--- config.mk ---
export PLATFORM = sky130hd
export DESIGN_NAME = reg_wb_arbiter
export DESIGN_NICKNAME = d
export VERILOG_FILES = /design/src/rtl/reg_wb_arbiter.sv
export SDC_FILE = /design/constraint.sdc
export NUM_CORES = 1
export LEC_CHECK = 0
export ABC_AREA = 0
export BUFFER_PORTS_ARGS = -buffer_cell sky130_fd_sc_hd__buf_2
export CORE_UTILIZATION = 52
export DETAILED_ROUTE_END_ITERATION = 16
export HOLD_SLACK_MARGIN = 0.02
export PLACE_DENSITY = 0.95
export SYNTH_ARGS = -nofsm -noshare
export SYNTH_HDL_FRONTEND = slang
export SYNTH_SLANG_ARGS = --single-unit
export TNS_END_PERCENT = 10
--- constraint.sdc ---
create_clock -name clk -period 3.8 [get_ports clk]
set_input_delay 0.76 -clock clk [delete_from_list [all_inputs] [get_ports clk]]
set_output_delay 0.76 -clock clk [all_outputs]
set_load 0.005 [all_outputs]
--- src/rtl/reg_wb_arbiter.sv ---
// Register-file writeback arbiter: one buffered entry each for the ALU and load paths, one RF write per cycle, read-port bypass.
// Latency: accept at edge E0, rf_w_en high after E1 when granted, RF commits at E2. Throughput is one write per cycle.
// Backpressure: ready = slot empty or slot granted this cycle. A load that loses STARVE_MAX times is forced through.
module reg_wb_arbiter #(
  parameter int DATA_W     = 32,
  parameter int ADDR_W     = 5,
  parameter int STARVE_MAX = 4
) (
  input  logic              clk,
  input  logic              rst_n,
  input  logic              alu_valid,
  output logic              alu_ready,
  input  logic [ADDR_W-1:0] alu_addr,
  input  logic [DATA_W-1:0] alu_data,
  input  logic              ld_valid,
  output logic              ld_ready,
  input  logic [ADDR_W-1:0] ld_addr,
  input  logic [DATA_W-1:0] ld_data,
  output logic              rf_w_en,
  output logic [ADDR_W-1:0] rf_w_addr,
  output logic [DATA_W-1:0] rf_w_data,
  input  logic [ADDR_W-1:0] byp_addr_a,
  input  logic [DATA_W-1:0] rf_data_a,
  output logic [DATA_W-1:0] byp_data_a,
  input  logic [ADDR_W-1:0] byp_addr_b,
  input  logic [DATA_W-1:0] rf_data_b,
  output logic [DATA_W-1:0] byp_data_b,
  output logic              pend_a,
  output logic              pend_b,
  output logic              ld_starved
);

  localparam int                CNT_W   = $clog2(STARVE_MAX + 1);
  localparam logic [CNT_W-1:0]  CNT_MAX = CNT_W'(STARVE_MAX);

  logic              alu_full;
  logic [ADDR_W-1:0] alu_slot_addr;
  logic [DATA_W-1:0] alu_slot_data;
  logic              ld_full;
  logic [ADDR_W-1:0] ld_slot_addr;
  logic [DATA_W-1:0] ld_slot_data;
  logic [CNT_W-1:0]  starve_cnt;

  logic alu_gnt;
  logic ld_gnt;
  logic alu_acc;
  logic ld_acc;

  // The load only overrides the ALU once it has lost STARVE_MAX consecutive arbitrations.
  assign ld_starved = ld_full & (starve_cnt == CNT_MAX);
  assign alu_gnt    = alu_full & ~ld_starved;
  assign ld_gnt     = ld_full & (ld_starved | ~alu_full);

  // A granted slot drains on the same edge it refills, so it can take a new entry every cycle.
  // Readies are forced low while reset is asserted.
  assign alu_ready = rst_n & (~alu_full | alu_gnt);
  assign ld_ready  = rst_n & (~ld_full  | ld_gnt);
  assign alu_acc   = alu_valid & alu_ready;
  assign ld_acc    = ld_valid  & ld_ready;

  // ALU slot: load on a non-x0 accept, otherwise empty out when granted.
  always_ff @(posedge clk or negedge rst_n) begin
    if (!rst_n) begin
      alu_full      <= 1'b0;
      alu_slot_addr <= '0;
      alu_slot_data <= '0;
    end else if (alu_acc && (alu_addr != '0)) begin
      alu_full      <= 1'b1;
      alu_slot_addr <= alu_addr;
      alu_slot_data <= alu_data;
    end else if (alu_gnt) begin
      alu_full      <= 1'b0;
    end
  end

  // Load slot: same policy as the ALU slot.
  always_ff @(posedge clk or negedge rst_n) begin
    if (!rst_n) begin
      ld_full      <= 1'b0;
      ld_slot_addr <= '0;
      ld_slot_data <= '0;
    end else if (ld_acc && (ld_addr != '0)) begin
      ld_full      <= 1'b1;
      ld_slot_addr <= ld_addr;
      ld_slot_data <= ld_data;
    end else if (ld_gnt) begin
      ld_full      <= 1'b0;
    end
  end

  // Registered RF write port. Address and data hold their last values when no slot is granted.
  always_ff @(posedge clk or negedge rst_n) begin
    if (!rst_n) begin
      rf_w_en   <= 1'b0;
      rf_w_addr <= '0;
      rf_w_data <= '0;
    end else if (alu_gnt) begin
      rf_w_en   <= 1'b1;
      rf_w_addr <= alu_slot_addr;
      rf_w_data <= alu_slot_data;
    end else if (ld_gnt) begin
      rf_w_en   <= 1'b1;
      rf_w_addr <= ld_slot_addr;
      rf_w_data <= ld_slot_data;
    end else begin
      rf_w_en   <= 1'b0;
    end
  end

  // Counts the consecutive cycles a pending load loses arbitration. It saturates at STARVE_MAX.
  always_ff @(posedge clk or negedge rst_n) begin
    if (!rst_n) begin
      starve_cnt <= '0;
    end else if (!ld_full || ld_gnt) begin
      starve_cnt <= '0;
    end else if (starve_cnt != CNT_MAX) begin
      starve_cnt <= starve_cnt + CNT_W'(1);
    end
  end

  // Bypass covers only the write the RF commits on the next edge. Data still in the slots is flagged through pend_* and is never forwarded.
  assign byp_data_a = (rf_w_en && (rf_w_addr == byp_addr_a) && (byp_addr_a != '0))
                      ? rf_w_data : rf_data_a;
  assign byp_data_b = (rf_w_en && (rf_w_addr == byp_addr_b) && (byp_addr_b != '0))
                      ? rf_w_data : rf_data_b;

  assign pend_a = (byp_addr_a != '0) &&
                  ((alu_full && (alu_slot_addr == byp_addr_a)) ||
                   (ld_full  && (ld_slot_addr  == byp_addr_a)));
  assign pend_b = (byp_addr_b != '0) &&
                  ((alu_full && (alu_slot_addr == byp_addr_b)) ||
                   (ld_full  && (ld_slot_addr  == byp_addr_b)));

endmodule

==> metrics.csv <==
stage;metric;value;unit
sta;tns;0;ns
critical_path;crit_required;3.04;ns
synth;seq_area_frac_synth;0.478;
synth;ys.flop_type;dfrtp_1;
sta;setup_viol_count_final;0;
clock_tree;cts.root.buffer_cell;clkbuf_16;
finish;nFillCells;830;
finish;antennaDiodeCount;0;
sta;post-route-period-util;0.891;
sta;fmax;295;MHz
die;dieWidth;111;µm
placed_design;hpwl;12.0;mm
critical_path;worstPathArrival;2.63;ns
power;p_seq_frac;0.421;
synth;syn_inst;467;
flow_run;cap_violations;0;
detailed_routing;vias;4750;
detailed_routing;drt-total-wl;16.1;mm
status;status;finished, final reports clean;
detailed_routing;ant_nets;0;
synth;synth_cell_types;32;
sta;fin_hold_ws;0.254;ns
sta;worst_pin_slew;0.741;ns
clock_tree;cts_made_buffers;17;
sta;slew_viol_final;0;
clock_tree;hold_buffers;0;
clock_tree;clkLatencyLatePin;0.40;ns
synth;async_flop_share;1.00;
placed_design;placed_cells;857;
power;max-vdd-ir-drop;0.280;mV
critical_path;worst_setup_path_end_kind;output pin;
global_routing;first_global_vias;5083;
clock_tree;htree_levels;4;
global_routing;grt_antenna_before_repair;0;
detailed_routing;via_per_inst;5.34;
clock_tree;clk_path_buf_depth;2;
finish;drive_gt1_frac;0.605;
critical_path;worstSetupPathType;in -> out;
sta;max_slew_margin;0.505;
die;rows;39;
synth;yosysWarnings;0;
synth;synth_fp_nets;621;
clock_tree;clkSlewWorstSetupHoldPaths;0.05;ns
synth;synth_area;6130;µm²
hold_path;hp-class;in -> async;
detailed_routing;dr.pass1.iters;4;
global_routing;grt-ovfl-total;0;
sta;skew;0.0127;ns
power;power_density;491;nW/µm²
sta;rsz0062_at_grt;no;
critical_path;startpoint_type;primary input;
power;p_leak;3.96;nW
global_routing;track_usage;0.272;
die;die-area;12200;µm²
die;coreArea;11500;µm²
die;initial_utilization;0.534;
synth;synth_area_per_cell;13.1;µm²
power;clkPwrFrac;0.383;
clock_tree;numClockSinks;117;
global_routing;grt_pass1_wl;25.8;mm
power;power;4.01;mW
power;power_frac_comb;0.196;
synth;synth_edf_count;0;
placed_design;io_buffers;258;
clock_tree;cts_tree;yes;
power;p_sw;1.10;mW
finish;area_growth;33.3;%
sta;post-route-min-period;3.39;ns
sta;finalHoldViolCount;0;
placed_design;place_congestion;0.909;
synth;synth-seq-cells;117;
power;sw_frac_of_total;0.274;
detailed_routing;drc;0;
finish;nNetsFinal;888;
detailed_routing;wire_per_inst;18.1;µm
die;die_h;111;µm
power;p_int;2.91;mW
finish;finalNonFillerCells;890;
global_routing;grt_start_max_net_pins;61;
critical_path;r2r_setup_slack;1.32;ns
critical_path;cp_max_fo;21;
die;pin_count;259;
detailed_routing;drt_iter0_markers;186;
[cell usage in the layout (no fill, tap or decap), types with 3 or more instances in the layout]
master	netlist	layout
inv_1	3	3
dfrtp_1	117	116
nand3_1	5	5
mux2_4	60	60
mux2_2	77	77
buf_4	1	17
or4_1	3	3
nor4_1	4	4
xnor2_1	11	11
mux2i_1	37	37
xor2_1	20	20
clkbuf_16	0	17
nand4_1	3	3
clkinv_2	0	4
clkinv_4	0	5
o21ai_0	37	37
nor2_1	4	4
buf_2	6	257
nand2_1	40	40
[cell usage after synthesis (3+ instances only)]
library cell | n | area share
buf_2 | 6 | 0.0049
buf_6 | 8 | 0.015
clkbuf_1 | 10 | 0.0061
dfrtp_1 | 117 | 0.48
inv_1 | 3 | 0.0018
mux2_2 | 77 | 0.14
mux2_4 | 60 | 0.15
mux2i_1 | 37 | 0.060
nand2_1 | 40 | 0.025
nand3_1 | 5 | 0.0041
nand4_1 | 3 | 0.0031
nor2_1 | 4 | 0.0024
nor4_1 | 4 | 0.0041
o21ai_0 | 37 | 0.030
or4_1 | 3 | 0.0037
xnor2_1 | 11 | 0.016
xor2_1 | 20 | 0.029
[what timing repair did]
item / 4_1_cts / 5_1_grt
gates resized for setup: 0 / 0
setup buffers: 1 / 0
endpoints found under the setup margin: 21 / 0
[layout make-up]
type,instances,area (µm²),share of cell area
inverters,3,11.3,0.00138
flip-flops and latches,117,2930,0.359
clock inverters,12,131,0.0161
multi-input cells,320,3040,0.372
well taps,143,179,0.0219
repair buffers,275,1430,0.176
clock buffers,20,447,0.0547
[worst max-delay path, stage by stage]
cell and delay (ns):
buf_2 0.12, xnor2_1 0.15, nand4_1 0.17, nor4_4 0.42, buf_4 0.45, mux2_2 0.39, buf_2 0.13
[stage by stage]
step | setup slack, ns | utilization | cell area, µm²
3_3_place_gp | -0.0164 | 0.661 | 7580
5_1_grt | 0.313 | 0.712 | 8170
3_5_place_dp | -0.203 | 0.661 | 7580
2_1_floorplan | 1.05 | - | 6130
4_1_cts | 0.418 | 0.712 | 8170
6_report | 0.412 | 0.712 | 8170
[state kept, by name (all words and copies together), names as in the netlist]
signal,flops
alu_full,1
rf_w_data,32
rf_w_addr,5
ld_full,1
ld_slot_data,32
starve_cnt,3
rf_w_en,1
ld_slot_addr,5
alu_slot_addr,5
alu_slot_data,32
[path summary, 6_finish.rpt]
| kind | cells past startpoint | from | end |
|---|---|---|---|
| max in group asynchronous | 2 | rst_n | alu_slot_data[0] |
| min reg2reg | 1 | starve_cnt[0] | starve_cnt[0] |
| max | 7 | byp_addr_b[0] | byp_data_b[0] |
| min in group clk | 1 | starve_cnt[0] | starve_cnt[0] |
| min | 1 | rst_n | rf_w_addr[4] |
| max reg2reg | 7 | starve_cnt[0] | ld_slot_data[19] |
[logic make-up (layout without fill, tap and decap cells)]
group / after synthesis / in the layout / synth area share
AO/OA/AOI/OAI: 42 / 42 / 0.0355
flip-flops: 117 / 117 / 0.478
XOR/XNOR: 31 / 31 / 0.0443
buffers and inverters: 30 / 310 / 0.0300
adder cells (fa/ha/maj): 2 / 2 / 0.00408
AND/OR/NAND/NOR: 71 / 71 / 0.0592
multiplexers: 174 / 174 / 0.349
[power by group through the flow]
| stage | Combinational (mW) | Sequential (mW) | Clock (mW) |
|---|---|---|---|
| 6_report | 0.788 | 1.69 | 1.53 |
| 2_1_floorplan | 0.455 | 1.64 | 0 |
| 3_3_place_gp | 0.763 | 1.69 | 0 |
| 5_1_grt | 0.863 | 1.72 | 1.62 |
| 3_5_place_dp | 0.794 | 1.70 | 0 |
| 4_1_cts | 0.797 | 1.69 | 1.57 |
[routing by layer]
layer  up-vias  wire length [µm]  track usage
met5         -                 0            0
met4         0               297       0.0942
met3        23               856       0.0549
met2       203              8560        0.495
met1      2332              6400        0.315
li1       2192                 -            -
No activity file was read; power rests on OpenSTA's default activity.
